`config.mk`:
```
export PLATFORM = sky130hd
export DESIGN_NAME = button_conditioner
export DESIGN_NICKNAME = d
export VERILOG_FILES = /design/src/rtl/input_pkg.sv /design/src/rtl/button_debouncer.sv /design/src/rtl/button_conditioner.sv
export SDC_FILE = /design/constraint.sdc
export NUM_CORES = 1
export LEC_CHECK = 0
export CORE_MARGIN = 5
export CORE_UTILIZATION = 55
export CTS_CLUSTER_DIAMETER = 80
export DETAILED_ROUTE_END_ITERATION = 8
export PLACE_DENSITY = 0.86
export SYNTH_ARGS = -nofsm -noshare
export SYNTH_HDL_FRONTEND = slang
export SYNTH_SLANG_ARGS = --single-unit
```
`constraint.sdc`:
```
create_clock -name clk -period 3.35 [get_ports clk]
set_input_delay 0.5025 -clock clk [delete_from_list [all_inputs] [get_ports clk]]
set_output_delay 0.5025 -clock clk [all_outputs]
set_load 0.02 [all_outputs]
```
`src/rtl/input_pkg.sv`:
```
// rtl/input_pkg.sv - shared types, default timing and counter sizing for the key front-end
package input_pkg;

  // Per-key debounce state; level is 1 in HELD and RELEASE_PEND
  typedef enum logic [1:0] {
    IDLE         = 2'd0,
    PRESS_PEND   = 2'd1,
    HELD         = 2'd2,
    RELEASE_PEND = 2'd3
  } btn_state_t;

  // Board defaults, assuming a 50 MHz system clock
  localparam int unsigned DEF_DEBOUNCE_CYCLES = 500000;
  localparam int unsigned DEF_REPEAT_DELAY    = 25000000;
  localparam int unsigned DEF_REPEAT_PERIOD   = 5000000;

  // Width large enough to hold the largest of the three cycle counts
  function automatic int unsigned cnt_width(input int unsigned a,
                                            input int unsigned b,
                                            input int unsigned c);
    int unsigned m;
    m = a;
    if (b > m) m = b;
    if (c > m) m = c;
    return $clog2(m + 1);
  endfunction

endpackage

```
`src/rtl/button_debouncer.sv`:
```
// rtl/button_debouncer.sv - one key channel: synchroniser, debounce FSM and auto-repeat
module button_debouncer
  import input_pkg::*;
#(
  parameter int unsigned DEBOUNCE_CYCLES = DEF_DEBOUNCE_CYCLES,
  parameter int unsigned REPEAT_DELAY    = DEF_REPEAT_DELAY,
  parameter int unsigned REPEAT_PERIOD   = DEF_REPEAT_PERIOD
) (
  input  logic clk,
  input  logic rst,
  input  logic key_n,
  output logic level,
  output logic press,
  output logic press_nxt,
  output logic release_pulse,
  output logic repeat_pulse
);

  localparam int unsigned CW = cnt_width(DEBOUNCE_CYCLES, REPEAT_DELAY, REPEAT_PERIOD);
  localparam logic [CW-1:0] DB_LAST = CW'(DEBOUNCE_CYCLES - 1);
  localparam logic [CW-1:0] RD_T    = CW'(REPEAT_DELAY);
  localparam logic [CW-1:0] RP_T    = CW'(REPEAT_PERIOD);
  localparam logic [CW-1:0] CNT_MAX = {CW{1'b1}};
  localparam logic [CW-1:0] ONE     = CW'(1);

  logic          sync1_q, sync1_d;
  logic          sync2_q, sync2_d;
  btn_state_t    state_q, state_d;
  logic [CW-1:0] db_cnt_q, db_cnt_d;
  logic [CW-1:0] rpt_cnt_q, rpt_cnt_d;
  logic          rpt_first_q, rpt_first_d;
  logic          level_q, level_d;
  logic          press_q, press_d;
  logic          release_q, release_d;
  logic          repeat_q, repeat_d;

  logic          p;
  logic [CW-1:0] rpt_inc;
  logic [CW-1:0] rpt_target;

  // Next-state logic: synchroniser shift, debounce FSM and repeat scheduling
  always_comb begin
    sync1_d     = key_n;
    sync2_d     = sync1_q;
    state_d     = state_q;
    db_cnt_d    = db_cnt_q;
    rpt_cnt_d   = rpt_cnt_q;
    rpt_first_d = rpt_first_q;
    press_d     = 1'b0;
    release_d   = 1'b0;
    repeat_d    = 1'b0;
    p           = ~sync2_q;
    rpt_inc     = (rpt_cnt_q == CNT_MAX) ? rpt_cnt_q : rpt_cnt_q + ONE;
    rpt_target  = rpt_first_q ? RD_T : RP_T;

    case (state_q)
      IDLE: begin
        if (p) begin
          state_d  = PRESS_PEND;
          db_cnt_d = '0;
        end
      end
      PRESS_PEND: begin
        if (!p) begin
          state_d  = IDLE;
          db_cnt_d = '0;
        end else if (db_cnt_q == DB_LAST) begin
          state_d     = HELD;
          db_cnt_d    = '0;
          press_d     = 1'b1;
          rpt_cnt_d   = '0;
          rpt_first_d = 1'b1;
        end else begin
          db_cnt_d = db_cnt_q + ONE;
        end
      end
      HELD: begin
        if (!p) begin
          state_d  = RELEASE_PEND;
          db_cnt_d = '0;
        end
      end
      RELEASE_PEND: begin
        if (p) begin
          state_d  = HELD;
          db_cnt_d = '0;
        end else if (db_cnt_q == DB_LAST) begin
          state_d   = IDLE;
          db_cnt_d  = '0;
          release_d = 1'b1;
        end else begin
          db_cnt_d = db_cnt_q + ONE;
        end
      end
      default: begin
        state_d  = IDLE;
        db_cnt_d = '0;
      end
    endcase

    // Repeat timing runs while the key is logically down; the release cycle itself never repeats
    if (((state_q == HELD) || (state_q == RELEASE_PEND)) && (state_d != IDLE)) begin
      if (rpt_inc == rpt_target) begin
        repeat_d    = 1'b1;
        rpt_cnt_d   = '0;
        rpt_first_d = 1'b0;
      end else begin
        rpt_cnt_d = rpt_inc;
      end
    end

    level_d = (state_d == HELD) || (state_d == RELEASE_PEND);
  end

  // State register; the synchroniser resets to the released level
  always_ff @(posedge clk) begin
    if (rst) begin
      sync1_q     <= 1'b1;
      sync2_q     <= 1'b1;
      state_q     <= IDLE;
      db_cnt_q    <= '0;
      rpt_cnt_q   <= '0;
      rpt_first_q <= 1'b0;
      level_q     <= 1'b0;
      press_q     <= 1'b0;
      release_q   <= 1'b0;
      repeat_q    <= 1'b0;
    end else begin
      sync1_q     <= sync1_d;
      sync2_q     <= sync2_d;
      state_q     <= state_d;
      db_cnt_q    <= db_cnt_d;
      rpt_cnt_q   <= rpt_cnt_d;
      rpt_first_q <= rpt_first_d;
      level_q     <= level_d;
      press_q     <= press_d;
      release_q   <= release_d;
      repeat_q    <= repeat_d;
    end
  end

  assign level         = level_q;
  assign press         = press_q;
  assign press_nxt     = press_d & ~rst;
  assign release_pulse = release_q;
  assign repeat_pulse  = repeat_q;

endmodule

```
`src/rtl/button_conditioner.sv`:
```
// rtl/button_conditioner.sv - key debouncing for all channels plus column cursor and drop gating
module button_conditioner
  import input_pkg::*;
#(
  parameter int unsigned NUM_BTNS        = 3,
  parameter int unsigned DEBOUNCE_CYCLES = DEF_DEBOUNCE_CYCLES,
  parameter int unsigned REPEAT_DELAY    = DEF_REPEAT_DELAY,
  parameter int unsigned REPEAT_PERIOD   = DEF_REPEAT_PERIOD,
  parameter int unsigned NUM_COLS        = 7,
  parameter int unsigned WRAP            = 1,
  parameter int unsigned LEFT_IDX        = 0,
  parameter int unsigned RIGHT_IDX       = 1,
  parameter int unsigned DROP_IDX        = 2,
  localparam int unsigned COL_W          = $clog2(NUM_COLS)
) (
  input  logic                clk,
  input  logic                rst,
  input  logic [NUM_BTNS-1:0] btn_n,
  input  logic [COL_W-1:0]    switches,
  input  logic                cursor_mode,
  input  logic                lock,
  output logic [NUM_BTNS-1:0] btn_level,
  output logic [NUM_BTNS-1:0] btn_press,
  output logic [NUM_BTNS-1:0] btn_release,
  output logic [NUM_BTNS-1:0] btn_repeat,
  output logic [COL_W-1:0]    column_select,
  output logic                drop_en
);

  localparam logic [COL_W-1:0] COL_LAST = COL_W'(NUM_COLS - 1);
  localparam logic [COL_W-1:0] COL_ONE  = COL_W'(1);

  logic [NUM_BTNS-1:0] level_w;
  logic [NUM_BTNS-1:0] press_w;
  logic [NUM_BTNS-1:0] press_nxt_w;
  logic [NUM_BTNS-1:0] release_w;
  logic [NUM_BTNS-1:0] repeat_w;

  for (genvar i = 0; i < NUM_BTNS; i++) begin : g_btn
    button_debouncer #(
      .DEBOUNCE_CYCLES (DEBOUNCE_CYCLES),
      .REPEAT_DELAY    (REPEAT_DELAY),
      .REPEAT_PERIOD   (REPEAT_PERIOD)
    ) u_deb (
      .clk           (clk),
      .rst           (rst),
      .key_n         (btn_n[i]),
      .level         (level_w[i]),
      .press         (press_w[i]),
      .press_nxt     (press_nxt_w[i]),
      .release_pulse (release_w[i]),
      .repeat_pulse  (repeat_w[i])
    );
  end

  assign btn_level   = level_w;
  assign btn_press   = press_w;
  assign btn_release = release_w;
  assign btn_repeat  = repeat_w;

  logic [COL_W-1:0] col_q, col_d;
  logic             drop_q, drop_d;
  logic             left_ev;
  logic             right_ev;

  // Cursor: follow clamped switches in mode 0, step on key events in mode 1
  always_comb begin
    col_d    = col_q;
    left_ev  = press_w[LEFT_IDX] | repeat_w[LEFT_IDX];
    right_ev = press_w[RIGHT_IDX] | repeat_w[RIGHT_IDX];
    // drop is registered alongside the press flop so both pulse in the same cycle
    drop_d   = press_nxt_w[DROP_IDX] & ~lock;

    if (!cursor_mode) begin
      col_d = (switches > COL_LAST) ? COL_LAST : switches;
    end else if (!lock && (left_ev ^ right_ev)) begin
      if (left_ev) begin
        if (col_q == '0) col_d = (WRAP != 0) ? COL_LAST : '0;
        else             col_d = col_q - COL_ONE;
      end else begin
        if (col_q >= COL_LAST) col_d = (WRAP != 0) ? '0 : COL_LAST;
        else                   col_d = col_q + COL_ONE;
      end
    end
  end

  // Cursor and drop registers
  always_ff @(posedge clk) begin
    if (rst) begin
      col_q  <= '0;
      drop_q <= 1'b0;
    end else begin
      col_q  <= col_d;
      drop_q <= drop_d;
    end
  end

  assign column_select = col_q;
  assign drop_en       = drop_q;

endmodule
```
# Word-level counts from Yosys, hierarchy flattened
# Cells that the tools add are included.
# W data, S select, Z words.
totals:
  register_bits: 181
  inputBits: 10
  out_inout_bits: 16
  word_cells: 221
classes:
  addsub: 8
  magnitude_cmp: 2
  eq_ne: 34
  n_mux: 89
  n_bitwise: 18
  n_reduce_logical: 38
ops:
  columns: ["cell", "count"]
  rows:
  - ["$mux W25", 36]
  - ["$pmux W25 S4", 3]
  - ["$add A25 B1 Y25 const B", 6]
  - ["$eq A25 B19 Y1 const B", 3]
  - ["$eq A25 B25 Y1", 3]
  - ["$eq A25 B25 Y1 const B", 3]
  - ["$mux W2", 18]
  - ["$eq A2 B2 Y1 const B", 12]
  - ["$pmux W2 S4", 3]
  - ["$mux W1", 23]
  - ["$mux W3", 6]
  - ["$reduce_bool A2 Y1", 9]
  - ["$reduce_or A3 Y1", 5]
  - ["$not A1 Y1", 13]
  - ["$ne A2 B2 Y1 const B", 6]
  - ["$reduce_and A3 Y1", 3]
  - ["$ne A2 B1 Y1 const B", 4]
  - ["$eq A2 B1 Y1 const B", 3]
  - ["$logic_not A2 Y1", 3]
  - ["$logic_or A1 B1 Y1", 6]
  - ["$reduce_and A2 Y1", 3]
  - ["$reduce_or A2 Y1", 3]
  - ["$logic_and A1 B1 Y1", 4]
  - ["$add A3 B1 Y3 const B", 1]
  - ["other kinds (8)", 10]

# Longest topological paths before layout
logic_depth:
  depth_word: 8
  mapped_depth: 13
  depth_no_buf: 10

# Cells and area by module
# A second synthesis with hierarchy kept.
unflattened:
  cells_unflattened: 1393
  hier_area_um2: 10880.4
by_module_without_submodules:
  columns: ["module", "n_inst", "cells_per_inst", "area_per_inst_um2", "seq_area_each_um2"]
  rows:
  - ["button_debouncer (g_btn[0].u_deb ...)", 2, 448, 3484.6, 1161.1]
  - ["button_debouncer (g_btn[2].u_deb)", 1, 452, 3554.7, 1181.1]
  - ["button_conditioner", 1, 45, 356.6, 80.1]

# Worst setup path before layout
# OpenSTA, ideal clock, no wires.
synth_timing:
  path_type: "reg2reg"
  startpoint: "register g_btn[1].u_deb.rpt_cnt_q[0]"
  endpoint: "register g_btn[1].u_deb.rpt_cnt_q[11]"
  setup_time_ps: 129
  t_arrival_ps: 3114
  required_time_ps: 3221
  slack_ps: 107
  stages_incl_launch_ff: 12
  n_path_buf: 1
  period_less_slack_ps: 3243
  cell_sequence: "dfxtp_1 -> ha_1 -> nand3_2 -> or3_4 -> or3_4 -> mux2_4 -> a221oi_2 -> nand4_1 -> or4_4 -> buf_6 -> a32oi_1 -> o41ai_1"
synth_via:
  elab_chain_len: 5
  word_cells_on_any_way: 6
  classes_between: "add/sub: 1; eq/ne: 2; mux: 3"
synth_rtl:
  columns: ["item", "line", "rtl"]
  rows:
  - ["from (decl)", "button_debouncer.sv:30", "logic [CW-1:0] rpt_cnt_q, rpt_cnt_d;"]
  - ["from (signal assigned)", "button_debouncer.sv:133", "rpt_cnt_q <= rpt_cnt_d;"]
  - ["$add A25 B1 Y25 or $eq A25 B25 Y1 (tied branches)", "button_debouncer.sv:53", "rpt_inc = (rpt_cnt_q == CNT_MAX) ? rpt_cnt_q : rpt_cnt_q + ONE;"]
  - ["$mux W25 *", "button_debouncer.sv:53", null]
  - ["$eq A25 B25 Y1", "button_debouncer.sv:103", "if (rpt_inc == rpt_target) begin"]
  - ["$mux W25 *", "button_debouncer.sv:103", null]
  - ["$mux W25 *", "button_debouncer.sv:102", "if (((state_q == HELD) || (state_q == RELEASE_PEND)) && (state_d != IDLE)) begin"]
# Every way passes the cells marked *; elsewhere a longest branch is shown, timed or not.
# A chain may end at the register's enable or synchronous reset.

# Final worst setup path
layout_timing:
  startpoint: "register g_btn[1].u_deb.rpt_cnt_q[4]"
  endpoint: "register g_btn[1].u_deb.rpt_cnt_q[11]"
# Same word-level chain as after synthesis.

==> flow_summary.toml <==
[status]
outcome = "complete, no violations"

[critical_path]
arrival_ps = 3610
reg2reg_from = "g_btn[1].u_deb.rpt_cnt_q[4]"
crit_path_end_kind = "register"
ff2ff_path_depth = 9
worstPathRequired_ps = 3660
r2r-end = "g_btn[1].u_deb.rpt_cnt_q[11]"
worstPathMaxFanout = 6
critical_path_class = "reg2reg"
r2r_setup_slack_ps = 50
crit_path_start = "g_btn[1].u_deb.rpt_cnt_q[4]"
cp-endpoint = "g_btn[1].u_deb.rpt_cnt_q[11]"
cp-start-kind = "register"

[cells_and_area]
layout_commonest_cell = "nor2_1"
multi_input_area_um2 = 7150
antenna_cells = 0
fin_cells = 1814
register_area_um2 = 3630
area_growth_pct = 13.9
reg_top3 = "g_btn.u_deb.db_cnt_q x75, g_btn.u_deb.rpt_cnt_q x75, g_btn.u_deb.state_q x6"
fillers = 1759
final_layout_size_suffix_gt1_frac = 0.140
layout.nets = 1551
layout_common_cells = "199 x nor2_1, 176 x dfxtp_1, 131 x nand2_1, 104 x buf_4, 90 x o21ai_0"

[synth]
yosysWarnings = 0
ys_seq_area_frac = 0.321
synth.area.top_cells = "dfxtp_1 32%, nor2_1 6.6%, nand2_1 4.4%, o21ai_0 4.1%, a21oi_1 3.9%"
synth_area_per_cell_um2 = 7.54
synth_ff_type = "dfxtp_1"
yosysTopAreaCellShare = 0.321
synth_edf_count = 0
syn_area_um2 = 11300
syn-num-nets = 1517
synth_cell_types = 90
async_flop_share = 0
yosysTopAreaCell = "dfxtp_1"
netlist_instances = 1497
ys_ff_latch = 181

[timing]
fin_skew_ps = 8.78
setup_viol = 0
relSlewSlack = 0.187
post-route-period-util = 0.985
period_needed_ps = 3300
hold_viol = 0
setup_ws_ps = 50.6
rsz0062_at_grt = "yes"
max_freq_mhz = 303
worstMarginPinSlew_ps = 1210
slew_viol_final = 0

[place]
port_buffers = 25
post-dp-hpwl_um = 21800
pre_cts_slack_ps = -50.8
post-place-cells = 1780
gp_congestion = 1.00

[flow_run]
max_cap_viol_count = 0

[routing]
first_pass_iters = 8
dr_wl_met3_um = 2280
drc = 0
via_per_inst = 6.46
m1WireLength_um = 13500
wirelength_um = 31400
drtAntennaViolNets = 0
route.met2.wl_um = 14800
vias = 11715
drt_iter0_markers = 1070
top_layer = "met4"
wire_per_inst_um = 17.3

[cts]
h-tree-depth = 4
cts_buffers = 17
cts_buffer_depth = 2
clk_pin_slew_ps = 70
clockRootBuffer = "clkbuf_16"
clk_latency_ps = 450
cts_tree = "yes"
cts_sinks = 181

[hold_path]
min_from = "g_btn[0].u_deb.sync1_q"
hold_path_class = "reg2reg"

[floorplan]
num_rows = 52
die_w_um = 153
ioPinCount = 26
dieArea_um2 = 23500
core_area_um2 = 20200
initial_core_util = 0.558
die_h_um = 153

[pwr]
p_leak_nw = 4.51
power.density_nw_per_um2 = 344
p_total_w = 0.00443
peakVddDrop_v = 0.000356

[grt]
grt_overflow = 0
grt_max_degree = 87
grt_pass1_vias = 10711
antenna_found_initial = 0
grt_usage = 0.254
grt_first_pass_wirelength_um = 51100
kinds of logic (layout without fill, tap and decap cells):
family,Yosys count,count (layout),share of synthesized area
flip-flops,181,181,0.321
buffers and inverters,139,184,0.0584
multiplexers,9,9,0.00864
AO/OA/AOI/OAI,372,372,0.220
adder cells (fa/ha/maj),10,10,0.0111
AND/OR/NAND/NOR,735,737,0.341
XOR/XNOR,51,51,0.0402
worst min-delay path by stage:
stage                        endpoint  depth (start not counted)
2_1_floorplan  g_btn[0].u_deb.sync2_q                          1
3_3_place_gp   g_btn[0].u_deb.sync2_q                          1
3_5_place_dp   g_btn[0].u_deb.sync2_q                          1
4_1_cts        g_btn[0].u_deb.sync2_q                          1
5_1_grt        g_btn[0].u_deb.sync2_q                          1
6_report       g_btn[0].u_deb.sync2_q                          1
critical path, stage by stage, from the launching register on:
cell	delay, ps
dfxtp_1	440
nand4_4	180
or3_4	440
or3_4	360
mux2_4	320
a221oi_4	280
nand4_1	180
or4_4	620
a32oi_2	240
o41ai_1	90
power by group:
| group | total (W) | switching, W | internal [W] |
|---|---|---|---|
| combinational | 0.000126 | 0.0000865 | 0.0000396 |
| sequential | 0.00216 | 0.00000741 | 0.00216 |
| clock | 0.00214 | 0.000944 | 0.00119 |
cells in the mapped netlist, types with 27 or more instances:
cell type and instances:
dfxtp_1 181, o21ai_0 92, nor3_1 60, nor2_1 200
a21oi_1 87, nor4_1 38, clkbuf_1 62, nand2_1 132
and3_1 45, nand4_1 42, a31oi_1 27, nand3_1 75
area by class of cell:
type                            instances  share of cell area
Clock buffer                           17              0.0331
Clock inverter                         15              0.0154
Inverter                               23             0.00671
Multi-Input combinational cell       1179               0.555
Sequential cell                       181               0.282
Tap cell                              270              0.0263
Timing Repair Buffer                  129              0.0809
what timing repair did:
action / in CTS / in global routing
gates resized for setup: 3 / 28
endpoints found under the setup margin: 9 / 32
cloned: 1 / 1
hold buffers: 0 / 0
pin swaps: 3 / 7
buffers inserted: 0 / 0
metal layers:
metal	up-vias	track usage
li1	5620	-
met1	5531	0.332
met2	486	0.427
met4	0	0.0874
met3	78	0.0410
met5	-	0
metrics by stage:
step,utilization,TNS (ps),cell area [µm²],hold WS (ps)
after floorplan,-,0,11300,389
after global placement,0.598,0,12100,397
after detailed placement,0.598,-165,12100,399
after CTS,0.630,0,12700,415
after global routing,0.636,-168,12900,424
final,0.636,0,12900,413
No activity file was read; power rests on OpenSTA's default activity.
